--- src/rtl/valu_serial.sv ---
`default_nettype none
// ============================================================================
//  Module   : valu_serial
//  Purpose  : Serial vector ALU. Streams ELEMS elements of two source vector
//             registers out of a register file, applies ADD / SUB / SADD /
//             SMAX element-wise into a local result buffer, then streams the
//             buffer back into the destination vector register. All reads
//             finish before the first write, so the destination may alias
//             either source.
//
//  Ports    : Clk1        in   single clock, rising edge
//             Rst         in   synchronous active-high reset
//             Start       in   command strobe, only looked at while idle
//             Op[1:0]     in   00 ADD, 01 SUB (A-B), 10 SADD, 11 SMAX
//             SrcA/SrcB/Dst[2:0] in  vector register numbers
//             DataOut_s   in   A element stream, one cycle behind RD_s
//             DataOut2_s  in   B element stream, one cycle behind RD_s
//             Addr/Addr2  out  register-file addresses
//             RD_s/WR_s   out  serial read / write enables
//             DataIn_s    out  serial write-back element
//             Busy        out  high whenever not idle
//             Done        out  one-cycle completion pulse
//             Ovf         out  carry/borrow/saturation seen in the last op
//
//  Revision : 1.0  initial release
// ============================================================================
module valu_serial #(
    parameter int ELEMS = 16
) (
    input  logic        Clk1,
    input  logic        Rst,
    input  logic        Start,
    input  logic [1:0]  Op,
    input  logic [2:0]  SrcA,
    input  logic [2:0]  SrcB,
    input  logic [2:0]  Dst,
    input  logic [15:0] DataOut_s,
    input  logic [15:0] DataOut2_s,
    output logic [2:0]  Addr,
    output logic [2:0]  Addr2,
    output logic        RD_s,
    output logic        WR_s,
    output logic [15:0] DataIn_s,
    output logic        Busy,
    output logic        Done,
    output logic        Ovf
);

    localparam int            c_KW     = (ELEMS > 1) ? $clog2(ELEMS) : 1;
    localparam logic [c_KW-1:0] c_K_LAST = c_KW'(ELEMS - 1);

    localparam logic [2:0] c_IDLE  = 3'd0;
    localparam logic [2:0] c_READ  = 3'd1;
    localparam logic [2:0] c_DRAIN = 3'd2;
    localparam logic [2:0] c_WRITE = 3'd3;
    localparam logic [2:0] c_DONE  = 3'd4;

    localparam logic [1:0] c_OP_ADD  = 2'b00;
    localparam logic [1:0] c_OP_SUB  = 2'b01;
    localparam logic [1:0] c_OP_SADD = 2'b10;

    logic [2:0]       r_state;
    logic [2:0]       w_state_nxt;
    logic [c_KW-1:0]  r_k;
    logic [1:0]       r_op;
    logic [2:0]       r_dst;
    logic [2:0]       r_addr;
    logic [2:0]       r_addr2;
    logic             r_ovf;
    logic [15:0]      r_buf [ELEMS];

    logic             w_k_last;
    logic             w_capture;
    logic [c_KW-1:0]  w_cap_idx;
    logic [16:0]      w_sum;
    logic [16:0]      w_diff;
    logic             w_sadd_ovf;
    logic [15:0]      w_res;
    logic             w_res_ovf;

    assign w_k_last = (r_k == c_K_LAST);

    // ------------------------------------------------------------------------
    // State register
    // ------------------------------------------------------------------------
    always_ff @(posedge Clk1) begin
        if (Rst) begin
            r_state <= c_IDLE;
        end else begin
            r_state <= w_state_nxt;
        end
    end

    // ------------------------------------------------------------------------
    // Next state and control outputs
    // ------------------------------------------------------------------------
    always_comb begin
        w_state_nxt = r_state;
        RD_s        = 1'b0;
        WR_s        = 1'b0;
        Done        = 1'b0;
        Busy        = 1'b1;
        DataIn_s    = 16'h0000;
        case (r_state)
            c_IDLE: begin
                Busy = 1'b0;
                if (Start) begin
                    w_state_nxt = c_READ;
                end
            end
            c_READ: begin
                RD_s = 1'b1;
                if (w_k_last) begin
                    w_state_nxt = c_DRAIN;
                end
            end
            c_DRAIN: begin
                // Both enables low here: the final element is still in flight
                // and the register file gets an idle cycle between phases.
                w_state_nxt = c_WRITE;
            end
            c_WRITE: begin
                WR_s     = 1'b1;
                DataIn_s = r_buf[r_k];
                if (w_k_last) begin
                    w_state_nxt = c_DONE;
                end
            end
            c_DONE: begin
                Done        = 1'b1;
                w_state_nxt = c_IDLE;
            end
            default: begin
                w_state_nxt = c_IDLE;
            end
        endcase
    end

    // ------------------------------------------------------------------------
    // Element ALU. The read data trails RD_s by one cycle, so the element
    // arriving in READ cycle k (k>=1) belongs to index k-1, and the last one
    // arrives during DRAIN.
    // ------------------------------------------------------------------------
    assign w_capture = ((r_state == c_READ) && (r_k != '0)) || (r_state == c_DRAIN);
    assign w_cap_idx = (r_state == c_DRAIN) ? c_K_LAST : (r_k - c_KW'(1));

    assign w_sum      = {1'b0, DataOut_s} + {1'b0, DataOut2_s};
    assign w_diff     = {1'b0, DataOut_s} - {1'b0, DataOut2_s};
    assign w_sadd_ovf = (DataOut_s[15] == DataOut2_s[15]) && (w_sum[15] != DataOut_s[15]);

    always_comb begin
        w_res     = w_sum[15:0];
        w_res_ovf = 1'b0;
        case (r_op)
            c_OP_ADD: begin
                w_res     = w_sum[15:0];
                w_res_ovf = w_sum[16];
            end
            c_OP_SUB: begin
                // Bit 16 of the zero-extended difference is the borrow.
                w_res     = w_diff[15:0];
                w_res_ovf = w_diff[16];
            end
            c_OP_SADD: begin
                if (w_sadd_ovf) begin
                    w_res = DataOut_s[15] ? 16'h8000 : 16'h7FFF;
                end else begin
                    w_res = w_sum[15:0];
                end
                w_res_ovf = w_sadd_ovf;
            end
            default: begin
                // SMAX: ties resolve to A.
                w_res     = ($signed(DataOut_s) >= $signed(DataOut2_s)) ? DataOut_s : DataOut2_s;
                w_res_ovf = 1'b0;
            end
        endcase
    end

    // Result buffer carries no reset; its contents are rewritten before use.
    always_ff @(posedge Clk1) begin
        if (w_capture) begin
            r_buf[w_cap_idx] <= w_res;
        end
    end

    // ------------------------------------------------------------------------
    // Counter, command latches, addresses and overflow flag
    // ------------------------------------------------------------------------
    always_ff @(posedge Clk1) begin
        if (Rst) begin
            r_k     <= '0;
            r_op    <= 2'b00;
            r_dst   <= 3'd0;
            r_addr  <= 3'd0;
            r_addr2 <= 3'd0;
            r_ovf   <= 1'b0;
        end else begin
            case (r_state)
                c_IDLE: begin
                    if (Start) begin
                        r_op    <= Op;
                        r_dst   <= Dst;
                        r_addr  <= SrcA;
                        r_addr2 <= SrcB;
                        r_ovf   <= 1'b0;
                        r_k     <= '0;
                    end
                end
                c_READ: begin
                    r_k <= w_k_last ? '0 : (r_k + c_KW'(1));
                end
                c_DRAIN: begin
                    // Switch the address during the gap so it is already
                    // stable on the first WRITE cycle.
                    r_k    <= '0;
                    r_addr <= r_dst;
                end
                c_WRITE: begin
                    r_k <= w_k_last ? '0 : (r_k + c_KW'(1));
                end
                default: begin
                end
            endcase
            if (w_capture && w_res_ovf) begin
                r_ovf <= 1'b1;
            end
        end
    end

    assign Addr  = r_addr;
    assign Addr2 = r_addr2;
    assign Ovf   = r_ovf;

endmodule
`default_nettype wire

--- config.mk ---
export PLATFORM = sky130hd
export DESIGN_NAME = valu_serial
export DESIGN_NICKNAME = d
export VERILOG_FILES = /design/src/rtl/valu_serial.sv
export SDC_FILE = /design/constraint.sdc
export NUM_CORES = 1
export LEC_CHECK = 0
export ABC_AREA = 1
export CORE_AREA = 5 5 237 239
export DETAILED_ROUTE_END_ITERATION = 8
export DIE_AREA = 0 0 242 244
export PLACE_DENSITY = 0.38
export SYNTH_ARGS = -nofsm -noshare
export SYNTH_HDL_FRONTEND = slang
export SYNTH_SLANG_ARGS = --single-unit
--- constraint.sdc ---
create_clock -name Clk1 -period 2.75 [get_ports Clk1]
set_clock_uncertainty 0.1 [all_clocks]
set_input_delay 0.4125 -clock Clk1 [delete_from_list [all_inputs] [get_ports Clk1]]
set_output_delay 0.4125 -clock Clk1 [all_outputs]
set_load 0.01 [all_outputs]
==> flow_metrics.tcl <==
set metrics [dict create \
    fin_crit_sh_pct 102 \
    synth_nets 1356 \
    cts.sinks 279 \
    initialDrtViolationCount 756 \
    die_y_um 244 \
    syn_to_final_growth_pct 51.4 \
    rsz0062_at_grt "true" \
    grt_usage_pct 15.9 \
    slew_headroom_pct 70.0 \
    peakVddDrop_v 0.000404 \
    synth_top_area_cell "edfxtp_1" \
    syn_area_per_cell_um2 10.4 \
    path_class "flip-flop to output port" \
    pwr-share-seq_pct 41.2 \
    grt_max_degree 39 \
    synth-main-ff-cell "edfxtp_1" \
    total_power_mw 12.2 \
    violations "negative setup slack" \
    dp_hpwl_mm 32.1 \
    cts_buffer_depth 3 \
    cts_hold_buf 0 \
    grt_pass1_wl_mm 71.4 \
    vias 11291 \
    ys_types 45 \
    gp_congestion 0.822 \
    grt_overflow_total 0 \
    combPwrFrac_pct 26.5 \
    start_kind "flip-flop" \
    num_io_pins 73 \
    postSynthCellCount 1274 \
    fin_util_pct 37.6 \
    synth_simple_gate_area_share_pct 14.0 \
    start_util_pct 24.8 \
    postPlaceCellArea_um2 16900 \
    cts_tree "built" \
    synth-edff-count 256 \
    design_area_um2 20100 \
    cap_violations 0 \
    std_cell_rows 85 \
    synth_xor_xnor_area_share_pct 0.724 \
    setup_viol 6 \
    clockPowerShare_pct 32.3 \
    fmax_ghz 0.357 \
    p_switching_mw 3.42 \
    drt_wl_total_mm 50.8 \
    grt_pass1_vias 10990 \
    nFillCells 5328 \
    drive_gt1_share_pct 35.5 \
    path_common_cell "buf_12" \
    p_leak_nw 7.81 \
    max_stage_delay_ps 370 \
    swShare_pct 28.0 \
    dieArea_um2 59000 \
    required_ps 2240 \
    cts_buffers 30 \
    viasPerCell 4.74 \
    place_ws_ps -851 \
    drc 0 \
    tightest_slew_ps 448 \
    final_nets 1744 \
    synth-adder-area-share_pct 3.50 \
    synth_area_leaders "edfxtp_1, o21ai_0, nor2_1, nand2_1, dfxtp_1" \
    synth_top_family_by_area "compound AO/OA/AOI/OAI gates" \
    synthMuxAreaShare_pct 0 \
    die-width_um 242 \
    crit_arrival_ps 2290 \
    synth_compound_area_share_pct 15.5 \
    yosys_warnings 0 \
    critPathSlowestCell "dfxtp_4" \
    final_common_cell "buf_4" \
    core_um2 53600 \
    critical_path_buf_inv_count 6 \
    power_density_nw_per_um2 607 \
    port_buffers 72 \
    root_buffer "clkbuf_16" \
    antenna_found_initial 0 \
    status "complete, but fails checks" \
    clkTransAtPathRegs_ps 60 \
    firstDrtPassIters 5 \
    crit_fanout 8 \
    postRouteAntennaNets 0 \
    async_reset_ff_share_pct 0 \
    fin_hold_ws_ps 344 \
    critical_path.top_delay_family "buffers and inverters" \
    fin_ws_ps -54.7 \
    syn_area_um2 13300 \
    seq_area_frac_synth_pct 61.2 \
    power.internal_mw 8.80 \
    path_cells "buf_6 -> inv_8 -> buf_12 -> buf_12 -> buf_8 -> o21ai_4 -> o221ai_2 -> o211ai_1 -> a21oi_1 -> buf_2" \
    mostFrequentLayoutCells "buf_4, edfxtp_1, nor2_1, nand2_1, o21ai_0" \
    clkLatencyLatePin_ps 560 \
    layout_min_cycle_time_ps 2800 \
    ctsHtreeMaxLevel 1 \
    diodes 0 \
    final_max_slew_viol_count 0 \
    routedWlPerCell_um 21.3 \
    synth_top_area_share_pct 57.8 \
    hold_class "input pin to flip-flop" \
    final-hold-violation-count 0 \
    cp-end-kind "output port" \
    ys_ff_latch 279 \
]
-- power by group through the flow --
stage | Clock [mW] | Combinational, mW | Sequential (mW)
global route | 4.23 | 3.48 | 5.04
detailed placement | 0 | 2.35 | 5.13
CTS | 4.04 | 2.89 | 5.04
finish | 3.95 | 3.24 | 5.04
floorplan | 0 | 1.11 | 5.13
global placement | 0 | 2.36 | 5.13
-- worst min-delay path, stage by stage --
cell	delay [ps]
clkdlybuf4s50_1	390
nor2_1	100
nor2_1	50
-- cell type report --
class,instances,area (µm²),share of cell area (%)
clock buffers,44,885,4.39
clock inverters,11,83.8,0.416
inverters,91,383,1.90
multi-input cells,836,5260,26.1
flip-flops and latches,279,8160,40.5
well taps,696,871,4.32
repair buffers,422,4480,22.2
repair inverters,2,18.8,0.0932
-- cell usage after synthesis (2+ instances only) --
cell type  instances
clkinv_1           2
nand2_2            8
a21oi_2            2
edfxtp_1         256
a21boi_0           2
buf_6              3
a221oi_1           2
o21bai_1           3
ha_1              34
or2_2              3
nand4_1           11
a21o_1             2
a31oi_1            3
clkbuf_1          47
inv_2              7
buf_2             11
dfxtp_1           23
buf_4              8
o21ai_1           11
a21oi_1           73
inv_1             82
nand2_1          129
nand3_1           64
nand3b_1           4
o21ai_0          152
nor3_1            11
o21ai_2            5
fa_1               2
nor2_1           201
xor2_1            10
o211ai_1          26
nand3_2            2
o221ai_1          42
o22ai_1           22
-- metrics by stage --
step	TNS [ps]	std cells
2_1_floorplan	0	1274
3_3_place_gp	-192650	2232
3_5_place_dp	-196250	2232
4_1_cts	-3580	2336
5_1_grt	-1570	2381
6_report	-193	2381
-- cells by family (layout without fill, tap and decap cells) --
| family | count (synthesis) | in the layout |
|---|---|---|
| AO/OA/AOI/OAI | 348 | 348 |
| buffers and inverters | 160 | 570 |
| adder cells (fa/ha/maj) | 36 | 36 |
| XOR/XNOR | 11 | 11 |
| AND/OR/NAND/NOR | 440 | 441 |
| flip-flops | 279 | 279 |
-- path summary, 6_finish.rpt --
path,from,end,slack (ps),cells after the start
hold reg to reg,Ovf$_SDFFE_PP0P_,Ovf$_SDFFE_PP0P_,380,2
hold / removal,Dst[0],r_dst[0]$_SDFFE_PP0P_,340,3
setup reg to reg,r_state[2]$_SDFFE_PP0P_,r_buf[13][9]$_DFFE_PP_,260,8
setup / recovery,flip-flop,DataIn_s[10],-50,10
-- routing by layer --
metal	track usage, %	wire [µm]	vias to the layer above
met5	0	0	-
met4	3.81	1060	0
met3	2.03	2320	65
met2	28.2	25300	280
met1	20.7	22100	5544
li1	-	-	5402
-- registers in the layout, indices dropped and copies added (netlist names), named ones only --
signal / cells
r_buf: 256
r_k: 4
Addr2: 3
Addr: 3
r_dst: 3
r_state: 3
r_op: 2
Ovf: 1
-- what timing repair did --
item                                   CTS  global route
cloned                                  14            14
resized for setup                      188           179
setup buffers                           38            34
pin swaps                               50            92
setup endpoints to repair              272           272
endpoints found under the hold margin    0             0
Power figures use the tool's default switching activity.
